### src/rtl/k12a_mem_seq_pkg.sv
`timescale 1ns/1ps
// Shared types for the K12A memory access sequencer: the memory operation
// encoding seen on op_kind and the sequencer state encoding.
package k12a_mem_seq_pkg;

    // Operation requested on op_kind; 2'b11 is reserved and never started.
    typedef enum logic [1:0] {
        MEM_OP_FETCH = 2'd0,
        MEM_OP_READ  = 2'd1,
        MEM_OP_WRITE = 2'd2
    } mem_op_t;

    // Sequencer states: HI/LO are the two bytes of a big-endian fetch.
    typedef enum logic [2:0] {
        IDLE = 3'd0,
        HI   = 3'd1,
        LO   = 3'd2,
        RD   = 3'd3,
        WR   = 3'd4
    } mem_seq_state_t;

    localparam logic [1:0] MEM_OP_RSVD = 2'b11;

    // True for any op_kind encoding that starts a transaction.
    function automatic logic is_valid_op(input logic [1:0] kind);
        return kind != MEM_OP_RSVD;
    endfunction

endpackage

### src/rtl/k12a_mem_seq_sp_pc_regs.sv
`timescale 1ns/1ps
// Architectural PC and SP registers. Both load from the shared address bus
// and are completely independent of the memory sequencer, so they can be
// written while a memory operation is in flight.
module k12a_sp_pc_regs (
    input  logic        clock,
    input  logic        reset_n,
    input  logic [15:0] addr_bus,
    input  logic        pc_load,
    input  logic        sp_load,
    output logic [15:0] pc,
    output logic [15:0] sp
);

    // Load either or both registers from addr_bus; simultaneous loads are legal.
    always_ff @(posedge clock or negedge reset_n) begin
        if (!reset_n) begin
            pc <= '0;
            sp <= '0;
        end else begin
            if (pc_load) pc <= addr_bus;
            if (sp_load) sp <= addr_bus;
        end
    end

endmodule

### src/rtl/k12a_mem_seq.sv
`timescale 1ns/1ps
// K12A memory access sequencer. Latches an address from addr_bus and runs a
// byte-wide transaction on the memory port: a 16-bit big-endian instruction
// fetch (two reads), a single byte read, or a single byte write. An optional
// per-byte wait limit aborts a transaction whose memory never answers.
module k12a_mem_seq #(
    parameter int unsigned WAIT_TIMEOUT = 0
) (
    input  logic        clock,
    input  logic        reset_n,
    input  logic [15:0] addr_bus,
    input  logic        pc_load,
    input  logic        sp_load,
    input  logic        op_start,
    input  logic [1:0]  op_kind,
    input  logic [7:0]  wr_data,
    output logic [15:0] pc,
    output logic [15:0] sp,
    output logic [15:0] inst,
    output logic [7:0]  rd_data,
    output logic        busy,
    output logic        done,
    output logic        timeout,
    output logic [15:0] mem_addr,
    output logic [7:0]  mem_wdata,
    output logic        mem_re,
    output logic        mem_we,
    input  logic [7:0]  mem_rdata,
    input  logic        mem_ready
);
    import k12a_mem_seq_pkg::*;

    // A zero limit disables the abort path entirely; otherwise the abort
    // fires on the WAIT_TIMEOUT-th consecutive cycle without mem_ready.
    localparam bit          WAIT_EN   = (WAIT_TIMEOUT != 0);
    localparam logic [15:0] WAIT_LAST = WAIT_EN ? 16'(WAIT_TIMEOUT - 1) : 16'd0;

    mem_seq_state_t state, state_nxt;
    logic [15:0]    mar, mar_nxt;
    logic [7:0]     wdata, wdata_nxt;
    logic [15:0]    wait_cnt, wait_nxt;
    logic [15:0]    inst_nxt;
    logic [7:0]     rd_nxt;
    logic           done_nxt;
    logic           timeout_nxt;
    logic           in_byte;

    k12a_sp_pc_regs u_regs (
        .clock    (clock),
        .reset_n  (reset_n),
        .addr_bus (addr_bus),
        .pc_load  (pc_load),
        .sp_load  (sp_load),
        .pc       (pc),
        .sp       (sp)
    );

    assign mem_addr  = mar;
    assign mem_wdata = wdata;

    // Next-state, datapath updates and memory strobes for the sequencer.
    always_comb begin
        state_nxt   = state;
        mar_nxt     = mar;
        wdata_nxt   = wdata;
        wait_nxt    = wait_cnt;
        inst_nxt    = inst;
        rd_nxt      = rd_data;
        done_nxt    = 1'b0;
        timeout_nxt = 1'b0;
        mem_re      = 1'b0;
        mem_we      = 1'b0;
        in_byte     = 1'b0;

        case (state)
            IDLE: begin
                if (op_start && is_valid_op(op_kind)) begin
                    mar_nxt   = addr_bus;
                    wdata_nxt = wr_data;
                    wait_nxt  = '0;
                    case (op_kind)
                        MEM_OP_FETCH: state_nxt = HI;
                        MEM_OP_READ:  state_nxt = RD;
                        MEM_OP_WRITE: state_nxt = WR;
                        default:      state_nxt = IDLE;
                    endcase
                end
            end
            HI: begin
                mem_re  = 1'b1;
                in_byte = 1'b1;
                if (mem_ready) begin
                    inst_nxt[15:8] = mem_rdata;
                    mar_nxt        = mar + 16'd1;
                    wait_nxt       = '0;
                    state_nxt      = LO;
                end
            end
            LO: begin
                mem_re  = 1'b1;
                in_byte = 1'b1;
                if (mem_ready) begin
                    inst_nxt[7:0] = mem_rdata;
                    wait_nxt      = '0;
                    done_nxt      = 1'b1;
                    state_nxt     = IDLE;
                end
            end
            RD: begin
                mem_re  = 1'b1;
                in_byte = 1'b1;
                if (mem_ready) begin
                    rd_nxt    = mem_rdata;
                    wait_nxt  = '0;
                    done_nxt  = 1'b1;
                    state_nxt = IDLE;
                end
            end
            WR: begin
                mem_we  = 1'b1;
                in_byte = 1'b1;
                if (mem_ready) begin
                    wait_nxt  = '0;
                    done_nxt  = 1'b1;
                    state_nxt = IDLE;
                end
            end
            default: state_nxt = IDLE;
        endcase

        if (in_byte && !mem_ready && WAIT_EN) begin
            if (wait_cnt == WAIT_LAST) begin
                wait_nxt    = '0;
                done_nxt    = 1'b1;
                timeout_nxt = 1'b1;
                state_nxt   = IDLE;
            end else begin
                wait_nxt = wait_cnt + 16'd1;
            end
        end
    end

    // Register the sequencer state, datapath latches and status pulses.
    always_ff @(posedge clock or negedge reset_n) begin
        if (!reset_n) begin
            state    <= IDLE;
            mar      <= '0;
            wdata    <= '0;
            wait_cnt <= '0;
            inst     <= '0;
            rd_data  <= '0;
            busy     <= 1'b0;
            done     <= 1'b0;
            timeout  <= 1'b0;
        end else begin
            state    <= state_nxt;
            mar      <= mar_nxt;
            wdata    <= wdata_nxt;
            wait_cnt <= wait_nxt;
            inst     <= inst_nxt;
            rd_data  <= rd_nxt;
            busy     <= (state_nxt != IDLE);
            done     <= done_nxt;
            timeout  <= timeout_nxt;
        end
    end

endmodule

### config.mk
export PLATFORM = sky130hd
export DESIGN_NAME = k12a_mem_seq
export DESIGN_NICKNAME = d
export VERILOG_FILES = /design/src/rtl/k12a_mem_seq_pkg.sv /design/src/rtl/k12a_mem_seq_sp_pc_regs.sv /design/src/rtl/k12a_mem_seq.sv
export SDC_FILE = /design/constraint.sdc
export NUM_CORES = 1
export LEC_CHECK = 0
export CAP_MARGIN = 20
export CORE_ASPECT_RATIO = 1.2
export CORE_MARGIN = 2
export CORE_UTILIZATION = 46
export CTS_CLUSTER_DIAMETER = 120
export DETAILED_ROUTE_END_ITERATION = 8
export PLACE_DENSITY = 0.8
export SYNTH_ARGS = -nofsm -noshare
export SYNTH_HDL_FRONTEND = slang
export SYNTH_SLANG_ARGS = --single-unit
### constraint.sdc
create_clock -name clock -period 2.1 [get_ports clock]
set_input_delay 0.42 -clock clock [delete_from_list [all_inputs] [get_ports clock]]
set_output_delay 0.42 -clock clock [all_outputs]
set_load 0.02 [all_outputs]
==> impl_metrics.yaml <==
detailed_routing:
  vias: 3054
  drc: 0
  totalWireLength_um: 9560
  vias_per_cell: 5.50
  antenna_left: 0
  routedWlPerCell_um: 17.2
  drt-initial-drc-count: 270
  drt-pass1-iter-count: 5
clock_tree:
  clock_sinks: 85
  clock_latency_ns: 0.35
  cts_hold_buf: 0
  cts-buffers-inserted: 9
  cts_resized: 2
  cts_tree: "built"
  clkTransAtPathRegs_ns: 0.09
  clock_path_buffers: 2
  post_cts_buffers: 0
  cts_root_buf: "clkbuf_8"
  cts-htree-levels: 3
final_layout:
  fin_nets: 496
  layout-drive-gt1-share_pct: 19.6
  syn2layout_area_growth_pct: 42.9
  final_cells: 555
  final_cell_mix: "clkdlybuf4s50_1 (120), dfrtp_1 (85), nand2_1 (52), mux2_2 (48), buf_4 (21)"
  antenna_cells: 0
  mostFrequentLayoutCell: "clkdlybuf4s50_1"
worst_setup_path:
  crit_path_end_kind: "output port"
  max_stage_delay_ns: 0.67
  critPathTopFamily: "buffers and inverters"
  critPathLaunchType: "flip-flop"
  slowest_stage: "clkdlybuf4s50_1"
  cp_cell_sequence: "clkdlybuf4s50_1"
  path_buf_inv: 1
  cp_max_fo: 9
  arrival_ns: 1.52
  worstPathRequired_ns: 1.68
  crit_type: "reg -> out"
timing:
  slew_violations: 0
  post-route-period-util_pct: 92.6
  final-hold-violation-count: 0
  skew_ns: 0.0122
  rsz0062_at_grt: "no"
  setup_viol: 0
  timing.fmax_mhz: 515
  finalCriticalPeriod_ns: 1.94
  setup_tns_ns: 0
synthesis:
  async_flop_share_pct: 100
  synth_edf_count: 0
  synth_seq_cells: 85
  postSynthAreaPerCell_um2: 11.8
  syn_area_um2: 3750
  syn_inst: 318
  synth_cell_types: 45
  synth_top_area_share_pct: 56.8
  netlist_top_cells_area: "dfrtp_1 (57%), mux2_2 (14%), nand2_1 (5.2%)"
  synthFlopType: "dfrtp_1"
  syn_nets: 359
  synth_largest_area_cell: "dfrtp_1"
  ys_seq_area_share_pct: 56.8
  synth_warnings: 0
die:
  initial_core_util_pct: 46.7
  num_rows: 36
  die_h_um: 103
  ios: 125
  fp.dieW_um: 86.4
  die_area_um2: 8880
  design.core.area_um2: 8020
run_status:
  status: "finished, final reports clean"
hold_path:
  hp-class: "in -> async"
grt:
  grt_pass1_vias: 3021
  track_usage_pct: 21.9
  grt_max_degree: 38
  antenna_found_initial: 0
  use_met3_pct: 6.49
  overflow: 0
  grt_pass1_wl_um: 15100
  gr-usage-met2_pct: 35.0
  grtUsageMet1_pct: 28.9
  top_usage_layer: "met2"
power_and_ir_drop:
  cellPowerDensity_nw_per_um2: 1300
  irDropWorstVdd_v: 0.000963
  total_leakage_power_uw: 0.00227
place:
  portBuffers: 123
  dp.final_hpwl_um: 7020
  gp_congestion: 0.886
  dp.cells: 539
job:
  max_cap_viol_count: 0
==> kinds of logic after synthesis <==
family	count (synthesis)	synth area share (%)
compound gates	41	7.75
fa+ha+maj	1	0.334
buf+inv	25	3.67
flops	85	56.8
mux	51	15.2
other cells	1	0.100
simple gates	114	16.1
==> path summary, 6_finish.rpt <==
check,start,to,slack [ns],depth (start not counted)
worst max-delay path,mem_addr[7],mem_addr[7],0.16,1
worst min-delay path,reset_n,u_regs.sp[6],0.01,1
worst max register to register,state[0],mem_addr[14],0.33,5
worst min register to register,mem_wdata[0],mem_wdata[0],0.48,2
max in group asynchronous,reset_n,rd_data[3],1.43,2
min in group clock,mem_wdata[0],mem_wdata[0],0.48,2
==> flip-flops by register name, indices dropped and copies added (netlist names) <==
| signal | count |
|---|---|
| rd_data | 8 |
| done | 1 |
| u_regs.sp | 16 |
| state | 3 |
| inst | 16 |
| mem_wdata | 8 |
| u_regs.pc | 16 |
| mem_addr | 16 |
| busy | 1 |
==> report_power, final <==
group	internal, uW	switching, uW
Combinational	1560	1600
Clock	585	586
Sequential	2180	453
==> cell type report <==
| type | instances | area [um^2] |
|---|---|---|
| Fill cell | 620 | 2670 |
| Inverter | 7 | 26.3 |
| Multi-Input combinational cell | 208 | 1480 |
| Timing Repair Buffer | 144 | 1400 |
| Clock buffer | 11 | 141 |
| Sequential cell | 85 | 2130 |
| Tap cell | 95 | 119 |
| Clock inverter | 5 | 60.1 |
==> cells in the mapped netlist, drive strengths merged, types with 4 or more instances <==
| master | instances |
|---|---|
| buf | 12 |
| clkbuf | 6 |
| a311oi | 4 |
| a211oi | 8 |
| nor3 | 15 |
| nand3 | 12 |
| nor2 | 7 |
| a21oi | 8 |
| mux2 | 48 |
| o22ai | 6 |
| dfrtp | 85 |
| inv | 7 |
| nand2 | 52 |
| o211ai | 5 |
==> stage by stage <==
| stage | instance area [um^2] | hold slack (ns) | setup slack (ns) | util (%) | total power (uW) |
|---|---|---|---|---|---|
| CTS | 5350 | 0.0245 | 0.143 | 66.7 | 7010 |
| global placement | 5150 | 0.406 | 0.138 | 64.3 | 5750 |
| finish | 5350 | 0.0129 | 0.156 | 66.7 | 6960 |
| detailed placement | 5150 | 0.411 | 0.113 | 64.3 | 5830 |
| global route | 5350 | 0.0346 | 0.0893 | 66.7 | 7360 |
| floorplan | 3750 | 0.124 | 0.421 | - | 4240 |
==> layer usage <==
metal  routed length [um]  vias to the layer above
met1                 3970                     1516
met4                  172                        0
met3                  658                       14
met5                    0                        -
li1                     -                     1416
met2                 4750                      108
Power figures use the tool's default switching activity.
